### config.mk
export PLATFORM = sky130hd
export DESIGN_NAME = abro_multi_fsm
export DESIGN_NICKNAME = d
export VERILOG_FILES = /design/src/rtl/abro_pkg.sv /design/src/rtl/abro_timeout_ctr.sv /design/src/rtl/abro_multi_fsm.sv
export SDC_FILE = /design/constraint.sdc
export NUM_CORES = 1
export LEC_CHECK = 0
export ABC_CLOCK_PERIOD_IN_PS = 1700
export BUFFER_PORTS_ARGS = -buffer_cell sky130_fd_sc_hd__buf_2
export CORE_AREA = 2 2 39 41
export DETAILED_ROUTE_END_ITERATION = 6
export DIE_AREA = 0 0 41 43
export GPL_TIMING_DRIVEN = 0
export PLACE_DENSITY = 0.67
export SLEW_MARGIN = 20
export SYNTH_ARGS = -nofsm -noshare
export SYNTH_HDL_FRONTEND = slang
export SYNTH_HIERARCHICAL = 1
export SYNTH_SLANG_ARGS = --single-unit
export TNS_END_PERCENT = 100
### constraint.sdc
create_clock -name clk -period 1.7 [get_ports clk]
set_clock_uncertainty 0.1 [all_clocks]
set_input_delay 0.255 -clock clk [delete_from_list [all_inputs] [get_ports clk]]
set_output_delay 0.255 -clock clk [all_outputs]
set_load 0.005 [all_outputs]
### src/rtl/abro_pkg.sv
// Shared state encoding for the ABRO "all events seen" controller family.
package abro_pkg;

    localparam int STATE_W = 2;

    typedef enum logic [STATE_W-1:0] {
        ST_IDLE    = 2'b00,
        ST_COLLECT = 2'b01,
        ST_EMIT    = 2'b10,
        ST_DONE    = 2'b11
    } abro_state_t;

endpackage

### src/rtl/abro_timeout_ctr.sv
// Collection-window counter: synchronous clear beats enable; expired flags count == LIMIT.
module abro_timeout_ctr #(
    parameter int LIMIT = 16
) (
    input  logic clk,
    input  logic reset,
    input  logic clr,
    input  logic en,
    output logic expired
);

    localparam int W = $clog2(LIMIT + 1);
    localparam logic [W-1:0] LIM  = W'(LIMIT);
    localparam logic [W-1:0] ZERO = {W{1'b0}};
    localparam logic [W-1:0] ONE  = W'(1);

    logic [W-1:0] count_r;

    // Window count register.
    always_ff @(posedge clk) begin
        if (reset || clr) begin
            count_r <= ZERO;
        end else if (en) begin
            count_r <= count_r + ONE;
        end else begin
            count_r <= count_r;
        end
    end

    assign expired = (count_r == LIM);

endmodule

### src/rtl/abro_multi_fsm.sv
// N-input ABRO controller: one-cycle strobe once every event line has been seen.
// Optional collection-window timeout is built only when ABRO_TIMEOUT_EN is defined.
module abro_multi_fsm
    import abro_pkg::*;
#(
    parameter int N_INPUTS       = 2,
    parameter int AUTO_RESTART   = 0,
    parameter int COUNT_W        = 8,
    parameter int TIMEOUT_CYCLES = 16
) (
    input  logic                clk,
    input  logic                reset,
    input  logic                restart,
    input  logic [N_INPUTS-1:0] in_evt,
    output logic                o,
    output logic [STATE_W-1:0]  state,
    output logic [N_INPUTS-1:0] seen,
    output logic [COUNT_W-1:0]  emit_count,
    output logic                timeout
);

    localparam logic [N_INPUTS-1:0] ALL_ONES = {N_INPUTS{1'b1}};
    localparam logic [N_INPUTS-1:0] NONE     = {N_INPUTS{1'b0}};
    localparam logic [COUNT_W-1:0]  CNT_MAX  = {COUNT_W{1'b1}};
    localparam logic [COUNT_W-1:0]  CNT_ZERO = {COUNT_W{1'b0}};
    localparam logic [COUNT_W-1:0]  CNT_ONE  = COUNT_W'(1);

    abro_state_t         state_r;
    abro_state_t         state_nxt_s;
    logic [N_INPUTS-1:0] seen_r;
    logic [N_INPUTS-1:0] seen_nxt_s;
    logic [N_INPUTS-1:0] mask_s;
    logic [COUNT_W-1:0]  count_r;
    logic                o_r;
    logic                timeout_r;
    logic                timeout_nxt_s;
    logic                complete_s;
    logic                expire_s;
    logic                in_collect_s;

    assign mask_s       = seen_r | in_evt;
    assign complete_s   = (mask_s == ALL_ONES);
    assign in_collect_s = (state_r == ST_COLLECT);

`ifdef ABRO_TIMEOUT_EN
    logic tmr_clr_s;

    // Timer runs only while collecting; it restarts from zero on every COLLECT entry.
    assign tmr_clr_s = restart | ~in_collect_s | complete_s | expire_s;

    abro_timeout_ctr #(
        .LIMIT (TIMEOUT_CYCLES)
    ) u_timeout_ctr (
        .clk     (clk),
        .reset   (reset),
        .clr     (tmr_clr_s),
        .en      (in_collect_s),
        .expired (expire_s)
    );
`else
    assign expire_s = 1'b0;
`endif

    // Next-state and next-mask decode; restart outranks every transition.
    always_comb begin
        state_nxt_s   = state_r;
        seen_nxt_s    = seen_r;
        timeout_nxt_s = 1'b0;
        if (restart) begin
            state_nxt_s = ST_IDLE;
            seen_nxt_s  = NONE;
        end else begin
            case (state_r)
                ST_IDLE, ST_COLLECT: begin
                    if (complete_s) begin
                        state_nxt_s = ST_EMIT;
                        seen_nxt_s  = ALL_ONES;
                    end else if (expire_s) begin
                        state_nxt_s   = ST_IDLE;
                        seen_nxt_s    = NONE;
                        timeout_nxt_s = 1'b1;
                    end else if (mask_s != NONE) begin
                        state_nxt_s = ST_COLLECT;
                        seen_nxt_s  = mask_s;
                    end else begin
                        state_nxt_s = ST_IDLE;
                        seen_nxt_s  = NONE;
                    end
                end
                ST_EMIT: begin
                    if (AUTO_RESTART != 0) begin
                        state_nxt_s = ST_IDLE;
                        seen_nxt_s  = NONE;
                    end else begin
                        state_nxt_s = ST_DONE;
                        seen_nxt_s  = seen_r;
                    end
                end
                ST_DONE: begin
                    state_nxt_s = ST_DONE;
                    seen_nxt_s  = seen_r;
                end
                default: begin
                    state_nxt_s = ST_IDLE;
                    seen_nxt_s  = NONE;
                end
            endcase
        end
    end

    // State, mask and registered strobes; o is registered from the next state.
    always_ff @(posedge clk) begin
        if (reset) begin
            state_r   <= ST_IDLE;
            seen_r    <= NONE;
            o_r       <= 1'b0;
            timeout_r <= 1'b0;
        end else begin
            state_r   <= state_nxt_s;
            seen_r    <= seen_nxt_s;
            o_r       <= (state_nxt_s == ST_EMIT);
            timeout_r <= timeout_nxt_s;
        end
    end

    // Emission counter bumps on the edge that ends EMIT, unless restart cancels it.
    always_ff @(posedge clk) begin
        if (reset) begin
            count_r <= CNT_ZERO;
        end else if (!restart && (state_r == ST_EMIT) && (count_r != CNT_MAX)) begin
            count_r <= count_r + CNT_ONE;
        end else begin
            count_r <= count_r;
        end
    end

    assign o          = o_r;
    assign state      = state_r;
    assign seen       = seen_r;
    assign emit_count = count_r;
    assign timeout    = timeout_r;

endmodule
# [Word level (Yosys, flattened, before mapping)]
# Index checks and enable logic that the tools add are counted.
[classes] addsub=1 n_eq_ne=6 n_mux=7 bitwise=1 n_reduce_logical=8
[op_table] operator="2-to-1 mux 2 bit" count=5
[op_table] operator="adder 8 x 1 -> 8 bit (second input constant)" count=1
[op_table] operator="equality test 2 bit (second input constant)" count=4
[op_table] operator="inequality test 8 bit (second input constant)" count=1
[op_table] operator="OR reduction 2 bit" count=3
[op_table] operator="one-hot mux 2 bit (2 select lines)" count=1
[op_table] operator="equality test 2 x 1 -> 1 bit (second input constant)" count=1
[op_table] operator="logical AND 1 bit" count=2
[op_table] operator="logical NOT 2 bit" count=1
[op_table] operator="bitwise OR 2 bit" count=1
[op_table] operator="nonzero test 2 bit" count=1
[op_table] operator="logical NOT 1 bit" count=1
[op_table] operator="2-to-1 mux 1 bit" count=1
[word_totals] ff_bits=13 in_bits=5 output_inout_bits=14

# [Depth between registers and ports, before layout]
[depth] ltp_word=7 depth_mapped=5

# [Worst setup path before layout]
# OpenSTA, ideal clock, no wires.
[synth_timing] kind="reg2reg" from="register state_r[1] (netlist: state[1])" to="register count_r[3] (netlist: emit_count[3])" setup_time_ns=0.121 arrival_time_ns=1.244 required_ns=1.479 setup_slack_ns=0.235 stages_incl_launch_ff=5 n_path_buf=0 synth_period_minus_slack_ns=1.465 cell_sequence="dfxtp_1 nor3b_4 nand4_1 nor2_1 mux2_2"
[synth_between] elab_chain_len=3
[synth_rtl] item="start, declared" line="abro_multi_fsm.sv:28" text="abro_state_t state_r;"
[synth_rtl] item="start signal, assigned" line="abro_multi_fsm.sv:119" text="state_r <= state_nxt_s;"
[synth_rtl] item="equality test 2 bit" line="abro_multi_fsm.sv:130" text="end else if (!restart && (state_r == ST_EMIT) && (count_r != CNT_MAX)) begin"
[synth_rtl] item="logical AND 1 bit (2 in a row)" line="abro_multi_fsm.sv:130"
[synth_rtl] item="end signal, assigned" line="abro_multi_fsm.sv:131" text="count_r <= count_r + CNT_ONE;"
[synth_rtl] item="end signal, assigned" line="abro_multi_fsm.sv:133" text="count_r <= count_r;"
[synth_rtl] item="end, declared" line="abro_multi_fsm.sv:33" text="logic [COUNT_W-1:0] count_r;"
# Every way passes these cells.
# A chain may end at the register's enable or synchronous reset.

# [Worst setup path after layout]
# Same ends and word-level chain as after synthesis.

==> impl_metrics.json <==
{
  "status": "complete, no violations",
  "drc": 0,
  "yosysMostFrequentCell": "dfxtp_1",
  "drtPass1Iterations": 4,
  "synth_area_leaders": "dfxtp_1 (44%), nor2_1 (5.1%), a21oi_1 (4.2%)",
  "cellLeakagePower_nw": 0.3495,
  "place_hpwl_um": 815.6,
  "rsz0062_at_grt": "false",
  "syn_nets": 70,
  "ant_nets": 0,
  "required_ns": 1.77,
  "globalRoute.totalOverflow": 0,
  "syn-instance-count": 63,
  "via_count": 531,
  "start_kind": "register",
  "synth_mux_area_share_pct": 3.579,
  "cap_violations": 0,
  "setup_tns_ns": 0,
  "final_area_um2": 748.2,
  "dieArea_um2": 1763,
  "ys_ff_latch": 13,
  "cts_num_sinks": 13,
  "cts_hold_buf": 0,
  "cp_max_fo": 5,
  "async_flop_share_pct": 0,
  "antenna-diode-count": 0,
  "cts_max_path_buffers": 2,
  "hp-class": "in -> reg",
  "max-vdd-ir-drop_v": 0.0004300,
  "finalMaxSlewViolations": 0,
  "critPathKind": "reg -> reg",
  "path_clk_slew_ns": 0.08,
  "io_buffers": 17,
  "seq_area_frac_synth_pct": 43.79,
  "synth_edf_count": 0,
  "fp.coreArea_um2": 1384,
  "grtUsageTotal_pct": 15.76,
  "antenna_found_initial": 0,
  "placed_area_um2": 699.4,
  "synth_adder_area_share_pct": 4.211,
  "synth-simple-area-share_pct": 26.11,
  "gp_congestion": 0.7699,
  "syn_area_per_cell_um2": 9.434,
  "endpoint_kind": "register",
  "setup_viol": 0,
  "final_nets": 95,
  "rrSetupSlack_ns": 0.11,
  "synth_top_flop_cell": "dfxtp_1",
  "cts_made_buffers": 3,
  "total_power_mw": 0.5577,
  "drive_above_1_share_pct": 35.63,
  "power_density_nw_per_um2": 745.3,
  "ff2ff_path_depth": 4,
  "min_to": "seen[0]",
  "routed_wl_um": 1170,
  "min_period_ns": 1.586,
  "reg2reg_to": "emit_count[3]",
  "tritoncts": "built",
  "die_h_um": 43,
  "period_share_pct": 93.31,
  "hp-start": "restart",
  "rows": 14,
  "syn2layout_area_growth_pct": 25.89,
  "grt_pass1_wl_um": 1807,
  "synth_top_area_share_pct": 43.79,
  "fin_cells": 103,
  "initial_core_util_pct": 42.95,
  "syn_area_um2": 594.3,
  "cp.arrival_ns": 1.65,
  "cts_root_buf": "clkbuf_4",
  "ios": 19,
  "dr.first_iter.drc_count": 7,
  "grt_pass1_vias": 430,
  "viasPerCell": 5.155,
  "synthTopCellsByCount": "dfxtp_1 (13), nor2_1 (8), a21oi_1 (5)",
  "synth.distinct_cells": 29,
  "fin_hold_ws_ns": 0.1372,
  "reg2reg_from": "state[1]",
  "synth_compound_area_share_pct": 14.32,
  "hold_viol_final": 0,
  "holdPathStages": 2,
  "wl_per_cell_um": 11.36,
  "die_w_um": 41,
  "grt_max_degree": 11,
  "clock_latency_ns": 0.28,
  "h-tree-depth": 1,
  "yosys_warnings": 6,
  "fmax_mhz": 630.4,
  "synth_top_area_cell": "dfxtp_1",
  "synth-xor-area-share_pct": 2.947,
  "synth_top_family_by_area": "simple AND/OR/NAND/NOR gates",
  "place_inst": 96
}
==> layout by cell type, fill, tap and decap left out, types with 2 or more instances in the layout <==
master	synthesis	routed
a21oi_1	5	5
a311oi_1	2	2
and3_1	3	3
buf_2	0	17
buf_4	1	4
clkbuf_4	0	3
dfxtp_1	13	13
ha_1	2	2
inv_1	2	2
nand4_1	2	2
nor2_1	8	8
nor3_1	4	4
or2_2	2	2
xor2_1	2	2
==> cells by family after synthesis <==
kind of cell,Yosys count
multiplexers,2
AND/OR/NAND/NOR,26
adder cells (fa/ha/maj),2
buffers and inverters,4
other,1
XOR/XNOR,2
AO/OA/AOI/OAI,13
flip-flops,13
==> repair_timing <==
item | CTS | global route
gates resized for setup | 0 | 1
buffers inserted | 0 | 3
endpoints found under the setup margin | 0 | 2
==> worst max-delay path: stages (launching register included) <==
cell and delay, ns:
dfxtp_1 0.40, nor3b_4 0.29, nand4_1 0.14, nor2_1 0.20, mux2_2 0.35
==> final cells by class <==
type                    instances  area, µm²
multi-input cells              46      307.8
plain buffers                   2      18.77
inverters                       2      7.507
fillers                       132      635.6
repair buffers                 20      107.6
clock buffers                   4      26.28
well taps                      16      20.02
flip-flops and latches         13      260.3
==> through the flow <==
stage / utilization [%] / setup slack, ns
after CTS: 52.44 / 0.09572
final: 54.07 / 0.1136
after floorplan: - / 0.2349
after global placement: 50.54 / 0.1095
after global routing: 54.07 / 0.01057
after detailed placement: 50.54 / 0.08860
==> sequential cells by signal, summed over array words and instances (netlist names) <==
signal,cells
seen,2
o,1
state,2
emit_count,8
==> worst max-delay path by stage <==
stage | startpoint | end | slack (ns) | cells after the start
after CTS | state[1] | emit_count[3] | 0.1 | 4
after detailed placement | restart | emit_count[3] | 0.09 | 5
after global routing | state[1] | emit_count[5] | 0.01 | 5
after global placement | restart | emit_count[3] | 0.11 | 5
after floorplan | state[1] | emit_count[3] | 0.23 | 4
final | state[1] | emit_count[3] | 0.11 | 4
==> layer usage <==
metal / vias to the layer above / track usage, % / share of wire [%]
met5: - / 0 / 0
met4: 0 / 16.00 / 1.6
met2: 11 / 18.13 / 46
met1: 244 / 22.30 / 48
met3: 2 / 3.141 / 4.3
li1: 274 / - / -
==> where the power goes <==
group / leakage [nW] / internal, mW / total [mW] / switching (mW)
combinational: 0.229 / 0.0248 / 0.0469 / 0.0221
sequential: 0.105 / 0.311 / 0.317 / 0.00559
clock: 0.0150 / 0.0910 / 0.194 / 0.103
total: 0.350 / 0.427 / 0.558 / 0.131
No activity file was read; power rests on OpenSTA's default activity.
